$ cat src/rtl/font_render_ctrl_if.sv
// Font renderer bus interface: groups the font ROM address/data bus and the
// valid/ready pixel stream.
//   master (renderer): drives rom_char_code, rom_row, pix_valid, pix_data,
//                      pix_x, pix_y, pix_last; receives rom_font_line, pix_ready.
//   slave  (ROM + pixel sink): the mirror image.
interface font_render_ctrl_if #(
  parameter int IDX_W = 4
);
  logic [7:0]       rom_char_code;
  logic [3:0]       rom_row;
  logic [7:0]       rom_font_line;
  logic             pix_valid;
  logic             pix_ready;
  logic             pix_data;
  logic [IDX_W+2:0] pix_x;
  logic [2:0]       pix_y;
  logic             pix_last;

  modport master (
    output rom_char_code, rom_row,
    input  rom_font_line,
    output pix_valid, pix_data, pix_x, pix_y, pix_last,
    input  pix_ready
  );

  modport slave (
    input  rom_char_code, rom_row,
    output rom_font_line,
    input  pix_valid, pix_data, pix_x, pix_y, pix_last,
    output pix_ready
  );
endinterface

$ cat src/rtl/font_render_ctrl.sv
// font_render_ctrl: walks glyph rows 0-7 and, within each row, every slot of a
// one-line character buffer; fetches each glyph row from an 8x8 font ROM and
// serialises it MSB-first onto a valid/ready pixel stream.
// Ports:
//   clk, rst_n          clock, asynchronous active-low reset
//   wr_en/wr_addr/wr_data  character buffer write port
//   start               single-cycle render request (ignored unless idle)
//   busy, done          render in progress / one-cycle completion pulse
//   cursor_pos          underline cursor slot (CURSOR_EN builds only)
//   bus (master)        font ROM bus and pixel stream
// Optional feature: define CURSOR_EN to force row 7 of slot cursor_pos to 8'hFF.
module font_render_ctrl #(
  parameter int NUM_CHARS = 16,
  parameter int IDX_W     = 4
) (
  input  logic             clk,
  input  logic             rst_n,
  input  logic             wr_en,
  input  logic [IDX_W-1:0] wr_addr,
  input  logic [7:0]       wr_data,
  input  logic             start,
  output logic             busy,
  output logic             done,
  input  logic [IDX_W-1:0] cursor_pos,
  font_render_ctrl_if.master bus
);

  typedef enum logic [2:0] {S_IDLE, S_FETCH, S_WAIT, S_SHIFT, S_DONE} state_t;

  state_t           state_q, state_d;
  logic [7:0]       buf_q [NUM_CHARS];
  logic [IDX_W-1:0] char_idx_q, char_idx_d;
  logic [2:0]       row_idx_q, row_idx_d;
  logic [2:0]       bit_idx_q, bit_idx_d;
  logic [7:0]       shift_q, shift_d;
  logic [7:0]       rom_code_q, rom_code_d;
  logic [2:0]       rom_row_q, rom_row_d;
  logic             space_q, space_d;
  logic [7:0]       fetch_code;
  logic [7:0]       capture;
  logic             pix_hs;
  logic             last_char;

  function automatic logic [7:0] sanitise(input logic [7:0] c);
    logic ok;
    ok = !c[7] && ((c >= 8'h30 && c <= 8'h39) || c == 8'h2B || c == 8'h3D || c == 8'h20);
    return ok ? c : 8'h20;
  endfunction

  assign fetch_code = sanitise(buf_q[char_idx_q]);
  assign pix_hs     = (state_q == S_SHIFT) && bus.pix_ready;
  assign last_char  = (char_idx_q == IDX_W'(NUM_CHARS - 1));

  // Space glyphs are blanked regardless of what the ROM returns.
`ifdef CURSOR_EN
  always_comb begin
    capture = space_q ? '0 : bus.rom_font_line;
    if (row_idx_q == 3'd7 && char_idx_q == cursor_pos) capture = '1;
  end
`else
  logic unused_cursor;
  assign unused_cursor = ^cursor_pos;
  always_comb begin
    capture = space_q ? '0 : bus.rom_font_line;
  end
`endif

  // Character buffer: writes are accepted at any time, including mid-render.
  always_ff @(posedge clk or negedge rst_n) begin
    if (!rst_n) begin
      for (int unsigned i = 0; i < NUM_CHARS; i++) buf_q[i] <= 8'h20;
    end else if (wr_en && 32'(wr_addr) < NUM_CHARS) begin
      buf_q[wr_addr] <= wr_data;
    end
  end

  // FSM state register
  always_ff @(posedge clk or negedge rst_n) begin
    if (!rst_n) state_q <= S_IDLE;
    else        state_q <= state_d;
  end

  // FSM next state
  always_comb begin
    state_d = state_q;
    case (state_q)
      S_IDLE:  if (start) state_d = S_FETCH;
      S_FETCH: state_d = S_WAIT;
      S_WAIT:  state_d = S_SHIFT;
      S_SHIFT: if (pix_hs && bit_idx_q == 3'd7)
                 state_d = (last_char && row_idx_q == 3'd7) ? S_DONE : S_FETCH;
      S_DONE:  state_d = S_IDLE;
      default: state_d = S_IDLE;
    endcase
  end

  // Datapath next state: counters advance only on the transitions below.
  always_comb begin
    char_idx_d = char_idx_q;
    row_idx_d  = row_idx_q;
    bit_idx_d  = bit_idx_q;
    shift_d    = shift_q;
    rom_code_d = rom_code_q;
    rom_row_d  = rom_row_q;
    space_d    = space_q;
    case (state_q)
      S_IDLE: if (start) begin
        char_idx_d = '0;
        row_idx_d  = '0;
        bit_idx_d  = '0;
      end
      S_FETCH: begin
        rom_code_d = fetch_code;
        rom_row_d  = row_idx_q;
        space_d    = (fetch_code == 8'h20);
      end
      S_WAIT: begin
        shift_d   = capture;
        bit_idx_d = '0;
      end
      S_SHIFT: if (pix_hs) begin
        shift_d = {shift_q[6:0], 1'b0};
        if (bit_idx_q == 3'd7) begin
          bit_idx_d = '0;
          if (last_char) begin
            char_idx_d = '0;
            row_idx_d  = (row_idx_q == 3'd7) ? 3'd0 : row_idx_q + 3'd1;
          end else begin
            char_idx_d = char_idx_q + IDX_W'(1);
          end
        end else begin
          bit_idx_d = bit_idx_q + 3'd1;
        end
      end
      default: ;
    endcase
  end

  always_ff @(posedge clk or negedge rst_n) begin
    if (!rst_n) begin
      char_idx_q <= '0;
      row_idx_q  <= '0;
      bit_idx_q  <= '0;
      shift_q    <= '0;
      rom_code_q <= 8'h20;
      rom_row_q  <= '0;
      space_q    <= 1'b1;
    end else begin
      char_idx_q <= char_idx_d;
      row_idx_q  <= row_idx_d;
      bit_idx_q  <= bit_idx_d;
      shift_q    <= shift_d;
      rom_code_q <= rom_code_d;
      rom_row_q  <= rom_row_d;
      space_q    <= space_d;
    end
  end

  // Outputs. The ROM address is live from the buffer during FETCH (so a write
  // landing just before FETCH is seen) and held from the latched copy after.
  always_comb begin
    bus.rom_char_code = (state_q == S_FETCH) ? fetch_code : rom_code_q;
    bus.rom_row       = {1'b0, (state_q == S_FETCH) ? row_idx_q : rom_row_q};
    bus.pix_valid     = (state_q == S_SHIFT);
    bus.pix_data      = (state_q == S_SHIFT) && shift_q[7];
    bus.pix_x         = {char_idx_q, bit_idx_q};
    bus.pix_y         = row_idx_q;
    bus.pix_last      = (state_q == S_SHIFT) && last_char && row_idx_q == 3'd7 &&
                        bit_idx_q == 3'd7;
    busy              = (state_q == S_FETCH) || (state_q == S_WAIT) || (state_q == S_SHIFT);
    done              = (state_q == S_DONE);
  end

endmodule
$ cat src/flat_wrapper.sv
// flat-port wrapper written by rule: the top's interface ports become plain ports
module font_render_ctrl_flat 
#(
  parameter int NUM_CHARS = 16,
  parameter int IDX_W     = 4
)
  (clk, rst_n, wr_en, wr_addr, wr_data, start, busy, done, cursor_pos, bus_rom_char_code, bus_rom_row, bus_rom_font_line, bus_pix_valid, bus_pix_data, bus_pix_x, bus_pix_y, bus_pix_last, bus_pix_ready);
  font_render_ctrl_if #(.IDX_W(IDX_W)) bus_i ();
  input  logic clk;
  input  logic rst_n;
  input  logic wr_en;
  input  logic [IDX_W-1:0] wr_addr;
  input  logic [7:0] wr_data;
  input  logic start;
  output logic busy;
  output logic done;
  input  logic [IDX_W-1:0] cursor_pos;
  output wire logic [$bits(bus_i.rom_char_code)-1:0] bus_rom_char_code;
  output wire logic [$bits(bus_i.rom_row)-1:0] bus_rom_row;
  input wire logic [$bits(bus_i.rom_font_line)-1:0] bus_rom_font_line;
  output wire logic [$bits(bus_i.pix_valid)-1:0] bus_pix_valid;
  output wire logic [$bits(bus_i.pix_data)-1:0] bus_pix_data;
  output wire logic [$bits(bus_i.pix_x)-1:0] bus_pix_x;
  output wire logic [$bits(bus_i.pix_y)-1:0] bus_pix_y;
  output wire logic [$bits(bus_i.pix_last)-1:0] bus_pix_last;
  input wire logic [$bits(bus_i.pix_ready)-1:0] bus_pix_ready;
  assign bus_rom_char_code = bus_i.rom_char_code;
  assign bus_rom_row = bus_i.rom_row;
  assign bus_i.rom_font_line = bus_rom_font_line;
  assign bus_pix_valid = bus_i.pix_valid;
  assign bus_pix_data = bus_i.pix_data;
  assign bus_pix_x = bus_i.pix_x;
  assign bus_pix_y = bus_i.pix_y;
  assign bus_pix_last = bus_i.pix_last;
  assign bus_i.pix_ready = bus_pix_ready;
  font_render_ctrl #(.NUM_CHARS(NUM_CHARS), .IDX_W(IDX_W)) u_core (.clk(clk), .rst_n(rst_n), .wr_en(wr_en), .wr_addr(wr_addr), .wr_data(wr_data), .start(start), .busy(busy), .done(done), .cursor_pos(cursor_pos), .bus(bus_i));
endmodule
$ cat config.mk
export PLATFORM = sky130hd
export DESIGN_NAME = font_render_ctrl_flat
export DESIGN_NICKNAME = d
export VERILOG_FILES = /design/src/rtl/font_render_ctrl_if.sv /design/src/rtl/font_render_ctrl.sv /design/src/flat_wrapper.sv
export SDC_FILE = /design/constraint.sdc
export NUM_CORES = 1
export LEC_CHECK = 0
export ABC_AREA = 1
export CAP_MARGIN = 30
export CORE_UTILIZATION = 45
export DETAILED_ROUTE_END_ITERATION = 10
export GPL_TIMING_DRIVEN = 0
export PLACE_DENSITY_LB_ADDON = 0.05
export RECOVER_POWER = 50
export SETUP_SLACK_MARGIN = 0.2
export SYNTH_ARGS = -nofsm -noshare
export SYNTH_HDL_FRONTEND = slang
export SYNTH_SLANG_ARGS = --single-unit
$ cat constraint.sdc
create_clock -name clk -period 5 [get_ports clk]
set_clock_uncertainty 0.15 [all_clocks]
set_input_delay 1 -clock clk [delete_from_list [all_inputs] [get_ports clk]]
set_output_delay 1 -clock clk [all_outputs]
set_load 0.02 [all_outputs]
==> results.md <==
* Slew Viols, Final at between 60 and 70
* # rows at 47
* DIE WIDTH at 132 µm
* Worst-path clk slew at 0.06 ns
* Cell variety after synth at 34
* Count of maximum capacitance violations at 1
* Port buffer count at 50
* Crit Path Category: register to output pin
* Area share of the leading cell type in the synthesized netlist at a little under half
* Diodes inserted at 0
* Die outline area at 17,500 µm²
* DR vias at 6,682
* Maximum fanout encountered on the critical timing path at 10
* Slew HR at -141%
* Sinks on Clock Net at 161
* Routability congestion estimate from global placement at between 0.8 and 0.9
* Least-Margin Pin Slew at between 3 and 4 ns
* Most numerous cell in the Yosys netlist: sky130_fd_sc_hd__nand2_1
* Final net count at 1,060
* Setup violation total in the final timing report at 0
* Initial DRC count at 495
* Die boundary height at 132 µm
* Synthesized area divided by synthesized cell count at around 8 µm²
* Highest ir drop seen on vdd at a little under 0.0003 V
* Ranking of synthesized cells by area: sky130_fd_sc_hd__dfrtp_1, sky130_fd_sc_hd__nand2_1, sky130_fd_sc_hd__o21ai_0
* Total routing usage reported by global routing at about 28%
* Number of top-level pins at 56
* TritonRoute pass-1 iters at 6
* Yosys warns at 0
* Arrival time of data at the critical path endpoint at 3.44 ns
* Max Fclk at 0.218 GHz
* Placed Instance Area at around 8500 µm²
* Cell taking the most area after synthesis: sky130_fd_sc_hd__dfrtp_1
* Estimated wirelength of the detail-placed design at 15,700 µm
* Fillers at 1,641
* Fraction of layout instances using a drive strength above 1 at 8.66%
* Synthesized netlist cell count at around 960
* PD cells at slightly above 600 nW/µm²
* Sum of overflow across all layers after global routing at 0
* Global-route wire length before repair at 36,200 µm
* Share of synthesized registers carrying an async set or reset at 100%
* Dpl ws at between 0.9 and 1 ns
* Number of clock buffers inserted by TritonCTS at 17
* Buffer levels on the longest clock path at 2
* Count of state elements after synthesis at 161
* Post-CTS setup buffers at 0
* Critical path required time at 3.85 ns
* Clock tree from TritonCTS: built
* Critical Path Sink Type: output pin
* RSZ-0062 raised after global routing: no
* Clock root cell: sky130_fd_sc_hd__clkbuf_16
* Vias per cell at 5.31
* Most instantiated cells after synthesis: sky130_fd_sc_hd__nand2_1, sky130_fd_sc_hd__dfrtp_1, sky130_fd_sc_hd__o21ai_0
* Initial antenna violation count at 0
* Crit path setup slack, layout at 0.414 ns
* Effective utilization at floorplan at 46.1%
* Floorplan Core Area at 16,600 µm²
* Finished layout cell area at 9060 µm²
* Total nets after synthesis at 990
* Via count of the first global-routing pass at 6,400
* Share of synthesized area occupied by flip-flops and latches at between 50% and 60%
* Startpoint kind of the worst setup timing path: register
* Count of unresolved DRC violations after routing at 0
* Post-cts resize count at 0
* Violations in the final reports: capacitance limit, slew limit
* Status: complete, but fails checks
* Synth-to-Final Area Change at 18.4%
* Clock latency of the later-clocked register in the worst-skew pair at about 0.43 ns
* Worst min path class: register to register
* Quantity of hold-fixing buffers added after cts at 0
* Primary FF master, synth: sky130_fd_sc_hd__dfrtp_1
* Count of flip-flops with a built-in enable after synthesis at 0
* Largest net degree at the start of global routing at 98
* Final hold slack at 0.314 ns
* H-tree lvl count at 4
* Final ANT Viol Nets at 0
* Overall routed net length at 22,700 µm
* Post-layout min period at 4.59 ns
* Static leakage power at 4.26 nW
* Routed len/inst at 18.0 µm
* Number of hold-slack violations in the final timing report at 0
* Fraction of the cycle the final worst path needs at 91.7%
* Mapped cell area at 7650 µm²
-- cells by family (layout without fill, tap and decap cells) --
kind of cell | count (synthesis) | in the layout | synth area share [%]
AO/OA/AOI/OAI | 195 | 195 | 13.5
adder cells (fa/ha/maj) | 5 | 5 | 0.818
buffers and inverters | 124 | 207 | 7.34
flip-flops | 161 | 161 | 52.9
other | 1 | 1 | 0.0490
AND/OR/NAND/NOR | 470 | 470 | 25.3
-- path summary, 6_finish.rpt --
check | startpoint | end | slack (ns) | depth (start not counted)
max | u_core.char_idx_q[2] | bus_rom_char_code[2] | 0.41 | 13
min | u_core.rom_code_q[6] | u_core.rom_code_q[6] | 0.31 | 2
max reg2reg | u_core.char_idx_q[2] | u_core.rom_code_q[2] | 2.37 | 12
min reg2reg | u_core.rom_code_q[6] | u_core.rom_code_q[6] | 0.31 | 2
max in group asynchronous | rst_n | u_core.shift_q[5] | 1.02 | 1
min in group asynchronous | rst_n | u_core.buf_q[63] | 1.66 | 1
-- layout by cell type (no fill, tap or decap), types with 8 or more instances in the layout --
master	instances
sky130_fd_sc_hd__o21ai_0	141
sky130_fd_sc_hd__nand2_1	294
sky130_fd_sc_hd__o211ai_1	12
sky130_fd_sc_hd__dfrtp_1	143
sky130_fd_sc_hd__buf_6	8
sky130_fd_sc_hd__a21oi_1	27
sky130_fd_sc_hd__clkbuf_1	33
sky130_fd_sc_hd__dfstp_2	18
sky130_fd_sc_hd__nor2_1	79
sky130_fd_sc_hd__nand3_1	69
sky130_fd_sc_hd__clkdlybuf4s50_1	48
sky130_fd_sc_hd__clkbuf_16	17
sky130_fd_sc_hd__inv_1	67
-- through the flow --
| stage | utilization (%) | cells | setup TNS (ns) | total power [W] |
|---|---|---|---|---|
| after global placement | 50.8 | 1226 | -613.04 | 0.00410 |
| final | 54.7 | 1259 | 0 | 0.00551 |
| after global routing | 54.7 | 1259 | 0 | 0.00587 |
| after detailed placement | 51.0 | 1227 | 0 | 0.00412 |
| after CTS | 54.8 | 1259 | 0 | 0.00551 |
| after floorplan | - | 956 | 0 | 0.00329 |
-- sequential cells by signal, summed over array words and instances (netlist names) --
signal and count:
u_core.state_q 3, u_core.bus.pix_y 3, u_core.char_idx_q 4, u_core.bit_idx_q 3, u_core.buf_q 128, u_core.rom_code_q 8
u_core.space_q 1, u_core.rom_row_q 3, u_core.shift_q 8
-- power by group --
group	internal (W)	switching (W)	total, W
logic	0.000797	0.00148	0.00227
registers	0.00166	0.000192	0.00185
clock network	0.000860	0.000527	0.00139
total	0.00331	0.00219	0.00551
-- final cells by class --
cell class	instances	area, µm²	area share (%)
Buffer	51	285	3.15
Clock inverter	10	158	1.74
Clock buffer	22	464	5.12
Multi-Input combinational cell	671	3030	33.4
Tap cell	220	275	3.04
Inverter	73	277	3.05
Timing Repair Buffer	51	522	5.76
Sequential cell	161	4050	44.7
-- worst max-delay path, cell delays in order, from the launching register on --
cell	delay [ns]
sky130_fd_sc_hd__dfrtp_1	0.48
sky130_fd_sc_hd__inv_2	0.25
sky130_fd_sc_hd__clkbuf_1	0.51
sky130_fd_sc_hd__nand3_1	0.24
sky130_fd_sc_hd__nand2_1	0.12
sky130_fd_sc_hd__nand3_1	0.13
sky130_fd_sc_hd__nand2_1	0.08
sky130_fd_sc_hd__nand2_1	0.07
sky130_fd_sc_hd__nor2_2	0.17
sky130_fd_sc_hd__nand2_1	0.09
sky130_fd_sc_hd__inv_2	0.07
sky130_fd_sc_hd__nand3_1	0.06
sky130_fd_sc_hd__nand2_1	0.13
sky130_fd_sc_hd__clkdlybuf4s50_1	0.60
-- routing by layer --
| layer | GRT usage (%) | vias up | share of wire (%) |
|---|---|---|---|
| met2 | 40.6 | 249 | 43 |
| met5 | 0 | - | 0 |
| met4 | 14.3 | 0 | 4.1 |
| li1 | - | 3227 | - |
| met3 | 5.15 | 49 | 6.9 |
| met1 | 39.1 | 3157 | 46 |
No activity file was read; power rests on OpenSTA's default activity.
